### config.mk
export PLATFORM = sky130hd
export DESIGN_NAME = button_bank
export DESIGN_NICKNAME = d
export VERILOG_FILES = /design/src/rtl/button_bank.sv
export SDC_FILE = /design/constraint.sdc
export NUM_CORES = 1
export LEC_CHECK = 0
export BUFFER_PORTS_ARGS = -buffer_cell sky130_fd_sc_hd__buf_2
export CAP_MARGIN = 15
export CELL_PAD_IN_SITES_DETAIL_PLACEMENT = 1
export CELL_PAD_IN_SITES_GLOBAL_PLACEMENT = 2
export CORE_MARGIN = 8
export CORE_UTILIZATION = 39
export CTS_CLUSTER_DIAMETER = 120
export DETAILED_ROUTE_END_ITERATION = 8
export GPL_ROUTABILITY_DRIVEN = 0
export PLACE_DENSITY_LB_ADDON = 0.12
export SETUP_SLACK_MARGIN = 0.3
export SYNTH_ARGS = -nofsm -noshare
export SYNTH_HDL_FRONTEND = slang
export SYNTH_SLANG_ARGS = --single-unit
### constraint.sdc
create_clock -name clock -period 1.63 [get_ports clock]
set_input_delay 0 -clock clock [delete_from_list [all_inputs] [get_ports clock]]
set_output_delay 0 -clock clock [all_outputs]
set_load 0.05 [all_outputs]
### src/rtl/button_bank.sv
// button_bank: synchronises, debounces and edge-detects CHANNELS active-low
// push-buttons.
//
// Build option: define BUTTON_REPEAT_EN to add per-channel auto-repeat on
// negative_edge_detected while a button is held. Without the macro the
// REPEAT_* parameters are ignored and no repeat logic is built.
//
// Ports:
//   clock                  system clock, rising edge
//   reset_n                asynchronous active-low reset
//   button_value           raw button pins (1 = released, 0 = pressed)
//   button_state           debounced level (1 = released, 0 = pressed)
//   negative_edge_detected one-cycle press pulse (plus repeats if enabled)
//   positive_edge_detected one-cycle release pulse
//   any_pressed            OR over channels of ~button_state
module button_bank #(
    parameter int unsigned CHANNELS        = 4,
    parameter int unsigned DEBOUNCE_CYCLES = 16,
    parameter int unsigned REPEAT_DELAY    = 1000,
    parameter int unsigned REPEAT_PERIOD   = 250
) (
    input  logic                clock,
    input  logic                reset_n,
    input  logic [CHANNELS-1:0] button_value,
    output logic [CHANNELS-1:0] button_state,
    output logic [CHANNELS-1:0] negative_edge_detected,
    output logic [CHANNELS-1:0] positive_edge_detected,
    output logic                any_pressed
);

    localparam int unsigned CNT_W = $clog2(DEBOUNCE_CYCLES + 1);

    // Elaboration-time parameter sanity check
    if (CHANNELS < 1 || DEBOUNCE_CYCLES < 1 || REPEAT_DELAY < 1 || REPEAT_PERIOD < 1) begin : g_bad_params
        $error("button_bank: all parameters must be >= 1");
    end

    logic [CHANNELS-1:0] sync1_q;
    logic [CHANNELS-1:0] sync2_q;
    logic [CHANNELS-1:0] state_q;
    logic [CHANNELS-1:0] state_d;
    logic [CHANNELS-1:0] neg_q;
    logic [CHANNELS-1:0] neg_d;
    logic [CHANNELS-1:0] pos_q;
    logic [CHANNELS-1:0] pos_d;
    logic [CNT_W-1:0]    cnt_q [CHANNELS];
    logic [CNT_W-1:0]    cnt_d [CHANNELS];
    logic [CHANNELS-1:0] rpt_fire;

    // Debounce: a level is accepted after DEBOUNCE_CYCLES consecutive differing samples
    always_comb begin
        state_d = state_q;
        cnt_d   = cnt_q;
        for (int i = 0; i < CHANNELS; i++) begin
            if (sync2_q[i] == state_q[i]) begin
                cnt_d[i] = '0;
            end else if (cnt_q[i] == CNT_W'(DEBOUNCE_CYCLES - 1)) begin
                state_d[i] = sync2_q[i];
                cnt_d[i]   = '0;
            end else begin
                cnt_d[i] = cnt_q[i] + CNT_W'(1);
            end
        end
    end

`ifdef BUTTON_REPEAT_EN
    localparam int unsigned RPT_MAX = (REPEAT_DELAY > REPEAT_PERIOD) ? REPEAT_DELAY : REPEAT_PERIOD;
    localparam int unsigned RPT_W   = $clog2(RPT_MAX + 1);

    logic [RPT_W-1:0]    rpt_q [CHANNELS];
    logic [RPT_W-1:0]    rpt_d [CHANNELS];
    logic [CHANNELS-1:0] armed_q;
    logic [CHANNELS-1:0] armed_d;
    logic [CHANNELS-1:0] press_c;

    assign press_c = state_q & ~state_d;

    // Auto-repeat: first repeat after REPEAT_DELAY, then every REPEAT_PERIOD (armed_q set)
    always_comb begin
        rpt_d    = rpt_q;
        armed_d  = armed_q;
        rpt_fire = '0;
        for (int i = 0; i < CHANNELS; i++) begin
            if (state_d[i] || press_c[i]) begin
                // released, or the press pulse itself: restart the repeat timeline
                rpt_d[i]   = '0;
                armed_d[i] = 1'b0;
            end else if (rpt_q[i] == (armed_q[i] ? RPT_W'(REPEAT_PERIOD - 1)
                                                 : RPT_W'(REPEAT_DELAY - 1))) begin
                rpt_fire[i] = 1'b1;
                rpt_d[i]    = '0;
                armed_d[i]  = 1'b1;
            end else begin
                rpt_d[i] = rpt_q[i] + RPT_W'(1);
            end
        end
    end

    always_ff @(posedge clock or negedge reset_n) begin
        if (!reset_n) begin
            armed_q <= '0;
            for (int i = 0; i < CHANNELS; i++) begin
                rpt_q[i] <= '0;
            end
        end else begin
            armed_q <= armed_d;
            for (int i = 0; i < CHANNELS; i++) begin
                rpt_q[i] <= rpt_d[i];
            end
        end
    end
`else
    assign rpt_fire = '0;
`endif

    // Pulses are registered alongside the state so they line up with the new level
    always_comb begin
        neg_d = (state_q & ~state_d) | rpt_fire;
        pos_d = ~state_q & state_d;
    end

    // Two-flop synchroniser, debounced state, counters and pulse registers
    always_ff @(posedge clock or negedge reset_n) begin
        if (!reset_n) begin
            sync1_q <= '1;
            sync2_q <= '1;
            state_q <= '1;
            neg_q   <= '0;
            pos_q   <= '0;
            for (int i = 0; i < CHANNELS; i++) begin
                cnt_q[i] <= '0;
            end
        end else begin
            sync1_q <= button_value;
            sync2_q <= sync1_q;
            state_q <= state_d;
            neg_q   <= neg_d;
            pos_q   <= pos_d;
            for (int i = 0; i < CHANNELS; i++) begin
                cnt_q[i] <= cnt_d[i];
            end
        end
    end

    assign button_state           = state_q;
    assign negative_edge_detected = neg_q;
    assign positive_edge_detected = pos_q;
    assign any_pressed            = |(~state_q);

endmodule
==> reports/results.md, run 1 <==
* Resized Gates After CTS: 0
* max cap viols: 0
* final hold slack: 0.218 ns
* warnings from Yosys: 0
* total leakage power: 0.997 nW
* wire length of the first global-routing pass: 4.54 mm
* post-synthesis instance area: 1510 µm²
* Mapped Nets: 115
* CTS clk-pin slew, worst paths: 0.07 ns
* standard cell core area: 3690 µm²
* power density cells: 1050 nW/µm²
* chip height: 78.3 µm
* number of antenna violations at the first check in global routing: 0
* Worst path max stage delay: 0.60 ns
* slew at the pin with the worst max-slew slack: 0.511 ns
* post-route minimum period: 1.22 ns
* HPWL after detailed placement: 1.93 mm
* final worst-path cycle share: 0.747
* Post-Syn Instances: 105
* top-count cell post-synth: sky130_fd_sc_hd__dfrtp_1
* Area contributors post-synth: sky130_fd_sc_hd__dfrtp_1, sky130_fd_sc_hd__dfstp_2, sky130_fd_sc_hd__xor2_1
* setup_tns: 0 ns
* number of fill cells in the layout: 394
* Worst slew margin: 0.659
* Post-route DRC: 0
* most crowded layer after global routing: met2
* status: finished clean
* area of all placed cells without fillers: 1840 µm²
* kind of start point of the critical path: flip-flop
* arrival time of the worst setup path: 1.22 ns
* CP max stage cell: sky130_fd_sc_hd__dfstp_2
* RSZ-0062 raised after global routing: false
* M2 GR Usage: 0.150
* number of buffers created by CTS: 5
* Die Area: 6120 µm²
* mean routed wirelength per cell: 14.4 µm
* class of the tightest hold or removal check: primary input to asynchronous set/reset pin
* met1 track utilization from global routing: 0.104
* pin count of the biggest net entering global routing: 22
* Worst Setup End Kind: output pin
* commonest cells in the netlist: sky130_fd_sc_hd__dfrtp_1, sky130_fd_sc_hd__dfstp_2, sky130_fd_sc_hd__xor2_1
* count of flip-flops with a built-in enable after synthesis: 0
* path type of the worst setup path: flip-flop to output pin
* maximum clock rate: 821 MHz
* number of global-route vias before repair: 983
* largest voltage drop on the vdd net: 495 µV
* Iteration-0 DRC Markers: 31
* CTS tree: built
* vias after detailed routing: 894
* CP required: 1.63 ns
* clock sink count: 40
* initial cell density of the core: 0.410
* area fraction of the dominant cell type after synthesis: 0.464
* Die Span X: 78.3 µm
* area grow syn2layout: 21.7%
* cell chain of the critical path: nand4_1, buf_2
* Placed Cells incl. Taps: 172
* placed standard-cell area: 1680 µm²
* antenna viol nets, final: 0
* Main synth FF type: sky130_fd_sc_hd__dfrtp_1
* number of unique standard cell types used by synthesis: 17
* sequential-to-total area share from yosys stat: 0.672
* Register Area: 1020 µm²
* total area of multi-input combinational cells: 495 µm²
* Max Root-Sink Buffers: 2
* final count of negative-setup-slack endpoints: 0
* number of input and output port buffers inserted: 18
* Synth async-reset ratio: 1.00
* I/O pins: 19
* Total Wirelength: 2.67 mm
* diodes inserted: 0
* share of final-layout standard cells stronger than drive strength 1: 0.350
* average cell area after synthesis: 14.4 µm²
* number of cell rows: 22
* root cell of the clock tree: sky130_fd_sc_hd__clkbuf_8
* met3 routing resource usage after global routing: 0.0513
* total count of max-transition violations in the final report: 0
* flip-flop and latch count after synthesis: 40
* H-tree depth: 2
* number of standard cells in the layout, taps in and fillers out: 185
* via-per-instance ratio: 4.83
* cell type contributing the most total cell area after synthesis: sky130_fd_sc_hd__dfrtp_1
* biggest fanout along the worst timing path: 6
* total congestion overflow: 0
* latest clock arrival within the worst-skew pair: 0.28 ns
* final layout net count: 146
* total routing resource utilization after global routing: 0.0955
* First-pass DRT Iterations: 4
* Hold Violations, Final: 0
* clock skew after layout: 0.00440 ns
[power breakdown]
part           switching (mW)  leakage, nW  total (mW)  internal, mW
clock                   0.320       0.0552       0.774         0.454
sequential             0.0286        0.506        1.06          1.04
combinational          0.0488        0.436      0.0931        0.0443
[cell type report]
cell class | count | share of cell area
clock inverters | 2 | 0.0190
multi-input cells | 65 | 0.269
repair buffers | 24 | 0.0871
clock buffers | 6 | 0.0395
well taps | 48 | 0.0327
flip-flops and latches | 40 | 0.552
[flip-flops by register name, indices dropped and copies added (netlist names)]
| register | flops |
|---|---|
| cnt_q | 20 |
| button_state | 4 |
| positive_edge_detected | 4 |
| sync2_q | 4 |
| negative_edge_detected | 4 |
| sync1_q | 4 |
[routing by layer]
| metal | routed length, µm | up-vias |
|---|---|---|
| met2 | 1290 | 12 |
| li1 | - | 420 |
| met5 | 0 | - |
| met4 | 23 | 0 |
| met1 | 1240 | 460 |
| met3 | 118 | 2 |
[cells by family (layout without fill, tap and decap cells)]
logic type	after synthesis	in the layout	synth area share
AND/OR/NAND/NOR	41	41	0.171
XOR/XNOR	12	12	0.0695
flip-flops	40	40	0.672
buffers and inverters	0	32	0
adder cells (fa/ha/maj)	4	4	0.0331
multiplexers	4	4	0.0372
AO/OA/AOI/OAI	4	4	0.0166
[cell usage in the layout, fill, tap and decap left out, drive strengths merged]
| master | instances |
|---|---|
| nand2 | 8 |
| and2 | 5 |
| nand4b | 4 |
| xor2 | 12 |
| dfstp | 12 |
| buf | 19 |
| clkbuf | 6 |
| dlygate4sd3 | 5 |
| nand4 | 1 |
| a31oi | 4 |
| nand3 | 4 |
| bufinv | 1 |
| clkinv | 1 |
| and3 | 3 |
| nor3b | 8 |
| nor2 | 8 |
| mux2 | 4 |
| dfrtp | 28 |
| ha | 4 |
[worst max-delay path, delay by kind of cell, from the launching register on]
family	cells	cell delay [ns]
buf+inv	1	0.22
flops	1	0.60
simple gates	1	0.11
[what timing repair did]
item	in CTS	in global routing
hold endpoints to repair	19	0
buffers inserted	0	0
hold buffers	5	0
[worst paths after layout]
kind | startpoint | to | slack (ns) | cells after the start
min in group clock | button_value[3] | sync1_q[3]$_DFF_PN1_ | 0.35 | 2
hold reg to reg | sync1_q[0]$_DFF_PN1_ | sync2_q[0]$_DFF_PN1_ | 0.36 | 0
max in group asynchronous | reset_n | sync1_q[0]$_DFF_PN1_ | 0.85 | 3
hold / removal | reset_n | cnt_q[7]$_DFF_PN0_ | 0.22 | 2
setup / recovery | button_state[0]$_DFF_PN1_ | any_pressed | 0.41 | 2
setup reg to reg | cnt_q[10]$_DFF_PN0_ | button_state[1]$_DFF_PN1_ | 0.42 | 3
[through the flow]
step | setup slack [ns] | total power [mW] | util
after floorplan | 0.370 | 1.12 | -
after global placement | 0.444 | 1.16 | 0.456
after detailed placement | 0.424 | 1.17 | 0.456
after CTS | 0.384 | 1.97 | 0.499
after global routing | 0.342 | 2.02 | 0.499
final | 0.412 | 1.93 | 0.499
Note: power is estimated with default switching activity, not from simulation.
==> inputs of run 2 (changes only) <==
==> constraint.sdc (replaced) <==
create_clock -name clock -period 1.2 [get_ports clock]
set_input_delay 0 -clock clock [delete_from_list [all_inputs] [get_ports clock]]
set_output_delay 0 -clock clock [all_outputs]
set_load 0.05 [all_outputs]
==> run 2 against run 1 <==
Compared with the run above: critical path type unchanged; utilization increased by 14 points; critical endpoint unchanged; total power increased by 34%; the run now ends with negative setup slack left; clock power increased by 21%; cell area increased by 29%; clock skew about the same.
==> reports/results.md, run 2 (synthesized netlist as in run 1, its figures left out) <==
* share of final-layout standard cells stronger than drive strength 1: 0.608
* kind of start point of the critical path: flip-flop
* total count of max-transition violations in the final report: 0
* biggest fanout along the worst timing path: 4
* slew at the pin with the worst max-slew slack: 0.477 ns
* latest clock arrival within the worst-skew pair: 0.29 ns
* setup ws final: -0.134 ns
* clock skew after layout: 0.00416 ns
* status: finished with violations
* number of cells on the worst reg-to-reg path: 4
* class of the tightest hold or removal check: primary input to asynchronous set/reset pin
* internal reg-to-reg setup slack: -0.08 ns
* largest register by flop count: cnt_q
* Iteration-0 DRC Markers: 40
* number of antenna violations at the first check in global routing: 0
* standard cell core area: 3690 µm²
* chip height: 78.3 µm
* power density cells: 1100 nW/µm²
* launch instance of the worst register-to-register path: button_state[3]$_DFF_PN1_
* CTS clk-pin slew, worst paths: 0.08 ns
* Worst slew margin: 0.682
* via-per-instance ratio: 4.86
* number of input and output port buffers inserted: 18
* I/O pins: 19
* RSZ-0062 raised after global routing: true
* root cell of the clock tree: sky130_fd_sc_hd__clkbuf_8
* Hold Violations, Final: 0
* wire length of the first global-routing pass: 5.53 mm
* total area of multi-input combinational cells: 737 µm²
* arrival time of the worst setup path: 1.33 ns
* total leakage power: 1.20 nW
* vias after detailed routing: 1,002
* Die Area: 6120 µm²
* total routing resource utilization after global routing: 0.114
* number of buffers created by CTS: 5
* Register Area: 1030 µm²
* path type of the worst setup path: flip-flop to output pin
* endpoint of the most critical register-to-register path: cnt_q[4]$_DFF_PN0_
* max cap viols: 0
* area grow syn2layout: 56.4%
* final layout net count: 167
* Total Wirelength: 3.32 mm
* total congestion overflow: 0
* CTS tree: built
* number of cell rows: 22
* largest voltage drop on the vdd net: 690 µV
* CP required: 1.20 ns
* area of all placed cells without fillers: 2360 µm²
* maximum clock rate: 750 MHz
* number of fill cells in the layout: 340
* initial cell density of the core: 0.410
* Post-route DRC: 0
* number of flip-flops in the largest register: 20
* final count of negative-setup-slack endpoints: 14
* final worst-path cycle share: 1.11
* Max Root-Sink Buffers: 2
* H-tree depth: 2
* pin count of the biggest net entering global routing: 23
* Worst Setup End Kind: output pin
* most common cell after layout, fill and taps aside: sky130_fd_sc_hd__dfrtp_1
* placed standard-cell area: 1820 µm²
* clock sink count: 40
* overall power after layout: 2.59 mW
* post-route minimum period: 1.33 ns
* HPWL after detailed placement: 1.98 mm
* Die Span X: 78.3 µm
* mean routed wirelength per cell: 16.1 µm
* top library cells by usage in the layout, fill and taps aside: sky130_fd_sc_hd__dfrtp_1, sky130_fd_sc_hd__buf_4, sky130_fd_sc_hd__buf_6, sky130_fd_sc_hd__xor2_1, sky130_fd_sc_hd__dfstp_2
* diodes inserted: 0
* First-pass DRT Iterations: 4
* violated checks: negative setup slack
* antenna viol nets, final: 0
* number of global-route vias before repair: 1,111
## run 2: cell count changes in the layout (fill, tap and decap cells not counted), moves of 6 or more
cell,change
sky130_fd_sc_hd__nor2_2,+6
sky130_fd_sc_hd__buf_2,-12
sky130_fd_sc_hd__buf_4,+13
sky130_fd_sc_hd__nor3b_2,+7
sky130_fd_sc_hd__nor2_1,-6
sky130_fd_sc_hd__buf_6,+10
sky130_fd_sc_hd__nor3b_1,-8
## run 2: report_power, final
part / switching, mW / internal [mW]
registers: 0.0604 / 1.41
logic: 0.0858 / 0.109
clock network: 0.465 / 0.469
## run 2: worst max path at each step
stage | from | endpoint | slack [ns] | depth (start not counted)
after floorplan | button_state[0]$_DFF_PN1_ | any_pressed | -0.02 | 1
after global placement | button_state[3]$_DFF_PN1_ | cnt_q[4]$_DFF_PN0_ | 0.005 | 3
after detailed placement | button_state[0]$_DFF_PN1_ | cnt_q[19]$_DFF_PN0_ | -0.03 | 3
after CTS | button_state[0]$_DFF_PN1_ | any_pressed | -0.12 | 3
after global routing | button_state[0]$_DFF_PN1_ | any_pressed | -0.16 | 3
final | button_state[2]$_DFF_PN1_ | any_pressed | -0.13 | 3
## run 2: routing by layer
metal  up-vias  GRT usage  share of wire  routed length [µm]
met4         0     0.0500          0.016                  54
met2        18      0.182           0.50                1680
met5         -          0              0                   0
met1       513      0.131           0.43                1440
met3         6     0.0490          0.045                 149
li1        465          -              -                   -
## run 2: what timing repair did
action                                  CTS  global route
endpoints found under the setup margin   37            44
gates resized for setup                  36            24
setup buffers                            14             5
hold endpoints to repair                 22             0
pin swaps                                16            12
hold buffers                              5             0
## run 2: cell type report
class                      count  area share
tap                           48      0.0254
multi-input combinational     65       0.312
sequential                    40       0.436
timing repair buffer          45       0.188
clock buffer                   8      0.0381
## run 2: critical path: stages, from the launching register on
cell and delay, ns:
sky130_fd_sc_hd__dfstp_4 0.62, sky130_fd_sc_hd__buf_6 0.11, sky130_fd_sc_hd__nand4_1 0.12, sky130_fd_sc_hd__buf_6 0.19
## run 2: through the flow
step,utilization,setup WS [ns],hold slack (ns),std cells,setup TNS [ns]
2_1_floorplan,-,-0.0172,-0.296,105,-0.0247
3_3_place_gp,0.495,0.00467,-0.0327,174,0
3_5_place_dp,0.495,-0.0277,-0.0189,174,-0.139
4_1_cts,0.609,-0.118,0.195,201,-0.473
5_1_grt,0.641,-0.158,0.227,206,-1.42
6_report,0.641,-0.134,0.185,206,-0.681
==> inputs of run 3 (changes only) <==
--- a/config.mk
+++ b/config.mk
@@ -5,6 +5,7 @@
 export SDC_FILE = /design/constraint.sdc
 export NUM_CORES = 1
 export LEC_CHECK = 0
+export ABC_CLOCK_PERIOD_IN_PS = 1200
 export BUFFER_PORTS_ARGS = -buffer_cell sky130_fd_sc_hd__buf_2
 export CAP_MARGIN = 15
 export CELL_PAD_IN_SITES_DETAIL_PLACEMENT = 1
@@ -15,7 +16,7 @@
 export DETAILED_ROUTE_END_ITERATION = 8
 export GPL_ROUTABILITY_DRIVEN = 0
 export PLACE_DENSITY_LB_ADDON = 0.12
-export SETUP_SLACK_MARGIN = 0.3
+export SETUP_SLACK_MARGIN = 0.5
 export SYNTH_ARGS = -nofsm -noshare
 export SYNTH_HDL_FRONTEND = slang
 export SYNTH_SLANG_ARGS = --single-unit
==> run 3 against run 2 <==
Compared with the run above: the flow finishes with violations (negative hold slack, negative setup slack); sequential share of layout area fell by 2.5 points; maximum frequency fell by 1.3%; die area did not move; highest routed layer unchanged.
==> reports/results.md, run 3 (synthesized netlist as in run 1, its figures left out) <==
* maximum clock rate: 740 MHz
* kind of start point of the critical path: flip-flop
* Worst path max stage delay: 0.63 ns
* H-tree depth: 2
* number of buffers created by CTS: 5
* number of antenna violations at the first check in global routing: 0
* standard cell core area: 3690 µm²
* First-pass DRT Iterations: 2
* total leakage power: 1.29 nW
* Max Root-Sink Buffers: 2
* post-route minimum period: 1.35 ns
* clock skew after layout: 0.00808 ns
* cell chain of the critical path: buf_6, nand4_1, buf_6
* top library cells by usage in the layout, fill and taps aside: sky130_fd_sc_hd__dfrtp_1, sky130_fd_sc_hd__buf_6, sky130_fd_sc_hd__xor2_1, sky130_fd_sc_hd__buf_4, sky130_fd_sc_hd__dfstp_2
* status: finished with violations
* wire length of the first global-routing pass: 6.37 mm
* total count of max-transition violations in the final report: 0
* CP required: 1.20 ns
* most common cell after layout, fill and taps aside: sky130_fd_sc_hd__dfrtp_1
* class of the tightest hold or removal check: primary input to asynchronous set/reset pin
* max cap viols: 0
* largest voltage drop on the vdd net: 1170 µV
* total congestion overflow: 0
* Post-route DRC: 0
* path type of the worst setup path: flip-flop to output pin
* slew at the pin with the worst max-slew slack: 0.464 ns
* root cell of the clock tree: sky130_fd_sc_hd__clkbuf_8
* total area of multi-input combinational cells: 753 µm²
* largest register by flop count: cnt_q
* power density cells: 1280 nW/µm²
* Hold Violations, Final: 31
* chip height: 78.3 µm
* Die Area: 6120 µm²
* core utilization of the finished layout: 0.680
* number of flip-flops in the largest register: 20
* number of input and output port buffers inserted: 18
* CTS clk-pin slew, worst paths: 0.08 ns
* CTS tree: built
* initial cell density of the core: 0.410
* Worst slew margin: 0.691
* Register Area: 1030 µm²
* antenna viol nets, final: 0
* total routing resource utilization after global routing: 0.133
* setup ws final: -0.152 ns
* final count of negative-setup-slack endpoints: 14
* I/O pins: 19
* endpoint of the most critical register-to-register path: cnt_q[14]$_DFF_PN0_
* HPWL after detailed placement: 1.99 mm
* arrival time of the worst setup path: 1.35 ns
* launch instance of the worst register-to-register path: button_state[1]$_DFF_PN1_
* diodes inserted: 0
* CP max stage cell: sky130_fd_sc_hd__dfstp_4
* CP dominant cell by count: sky130_fd_sc_hd__buf_6
* share of final-layout standard cells stronger than drive strength 1: 0.652
* area grow syn2layout: 66.1%
* internal reg-to-reg setup slack: -0.08 ns
* mean routed wirelength per cell: 18.3 µm
* number of hold buffers added after cts: 4
* Die Span X: 78.3 µm
* vias after detailed routing: 1,010
* final hold slack: -0.362 ns
* number of fill cells in the layout: 339
* number of global-route vias before repair: 1,177
* final worst-path cycle share: 1.13
* number of cells on the worst reg-to-reg path: 4
* number of cell rows: 22
* biggest fanout along the worst timing path: 2
* RSZ-0062 raised after global routing: true
* Total Wirelength: 3.82 mm
* via-per-instance ratio: 4.83
* Worst Setup End Kind: output pin
* violated checks: negative hold slack, negative setup slack
* latest clock arrival within the worst-skew pair: 0.30 ns
* pin count of the biggest net entering global routing: 23
* final layout net count: 170
* Iteration-0 DRC Markers: 38
* clock sink count: 40
-- run 3: cell count changes in the layout (fill, tap and decap cells not counted), sizes merged --
cell / delta
bufinv: +3
clkbuf: -7
dlygate4sd3: -1
buf: +8
-- run 3: stage by stage --
step	setup slack, ns	cells	instance area (µm²)	power [mW]	setup TNS (ns)
after floorplan	-0.0172	105	1640	1.55	-0.0247
after global placement	0.00511	174	1820	1.61	0
after detailed placement	-0.0323	174	1820	1.62	-0.125
after CTS	-0.113	204	2420	3.20	-0.316
after global routing	-0.187	209	2510	3.34	-1.42
final	-0.152	209	2510	3.21	-0.531
-- run 3: what timing repair did --
item / CTS / global route
resized for setup: 59 / 17
hold endpoints to repair: 22 / 15
buffers inserted: 18 / 5
endpoints found under the setup margin: 45 / 45
pin swaps: 13 / 12
-- run 3: report_power, final --
part	switching (mW)	internal, mW
Combinational	0.0913	0.118
Clock	0.489	1.04
Sequential	0.0646	1.41
Total	0.645	2.56
-- run 3: critical path: cells and delay by family, from the launching register on --
kind	cells	cell delay, ns
simple gates	1	0.13
buf+inv	2	0.29
flops	1	0.63
-- run 3: how the worst max path moves through the flow --
stage | startpoint | to | depth (start not counted)
global placement | button_state[3]$_DFF_PN1_ | cnt_q[4]$_DFF_PN0_ | 3
finish | button_state[0]$_DFF_PN1_ | any_pressed | 3
CTS | button_state[0]$_DFF_PN1_ | any_pressed | 3
floorplan | button_state[0]$_DFF_PN1_ | any_pressed | 1
global route | button_state[0]$_DFF_PN1_ | any_pressed | 3
detailed placement | button_state[3]$_DFF_PN1_ | cnt_q[4]$_DFF_PN0_ | 3
-- run 3: cell type report --
type | instances | share of cell area
clock buffer | 5 | 0.0274
sequential | 40 | 0.411
tap | 48 | 0.0239
multi-input combinational | 65 | 0.300
clock inverter | 3 | 0.0359
timing repair buffer | 48 | 0.202
-- run 3: layer usage --
| metal | up-vias | wire (µm) | track usage |
|---|---|---|---|
| li1 | 469 | - | - |
| met1 | 518 | 1680 | 0.166 |
| met2 | 17 | 1950 | 0.211 |
| met3 | 6 | 151 | 0.0456 |
| met4 | 0 | 46 | 0.0444 |
| met5 | - | 0 | 0 |
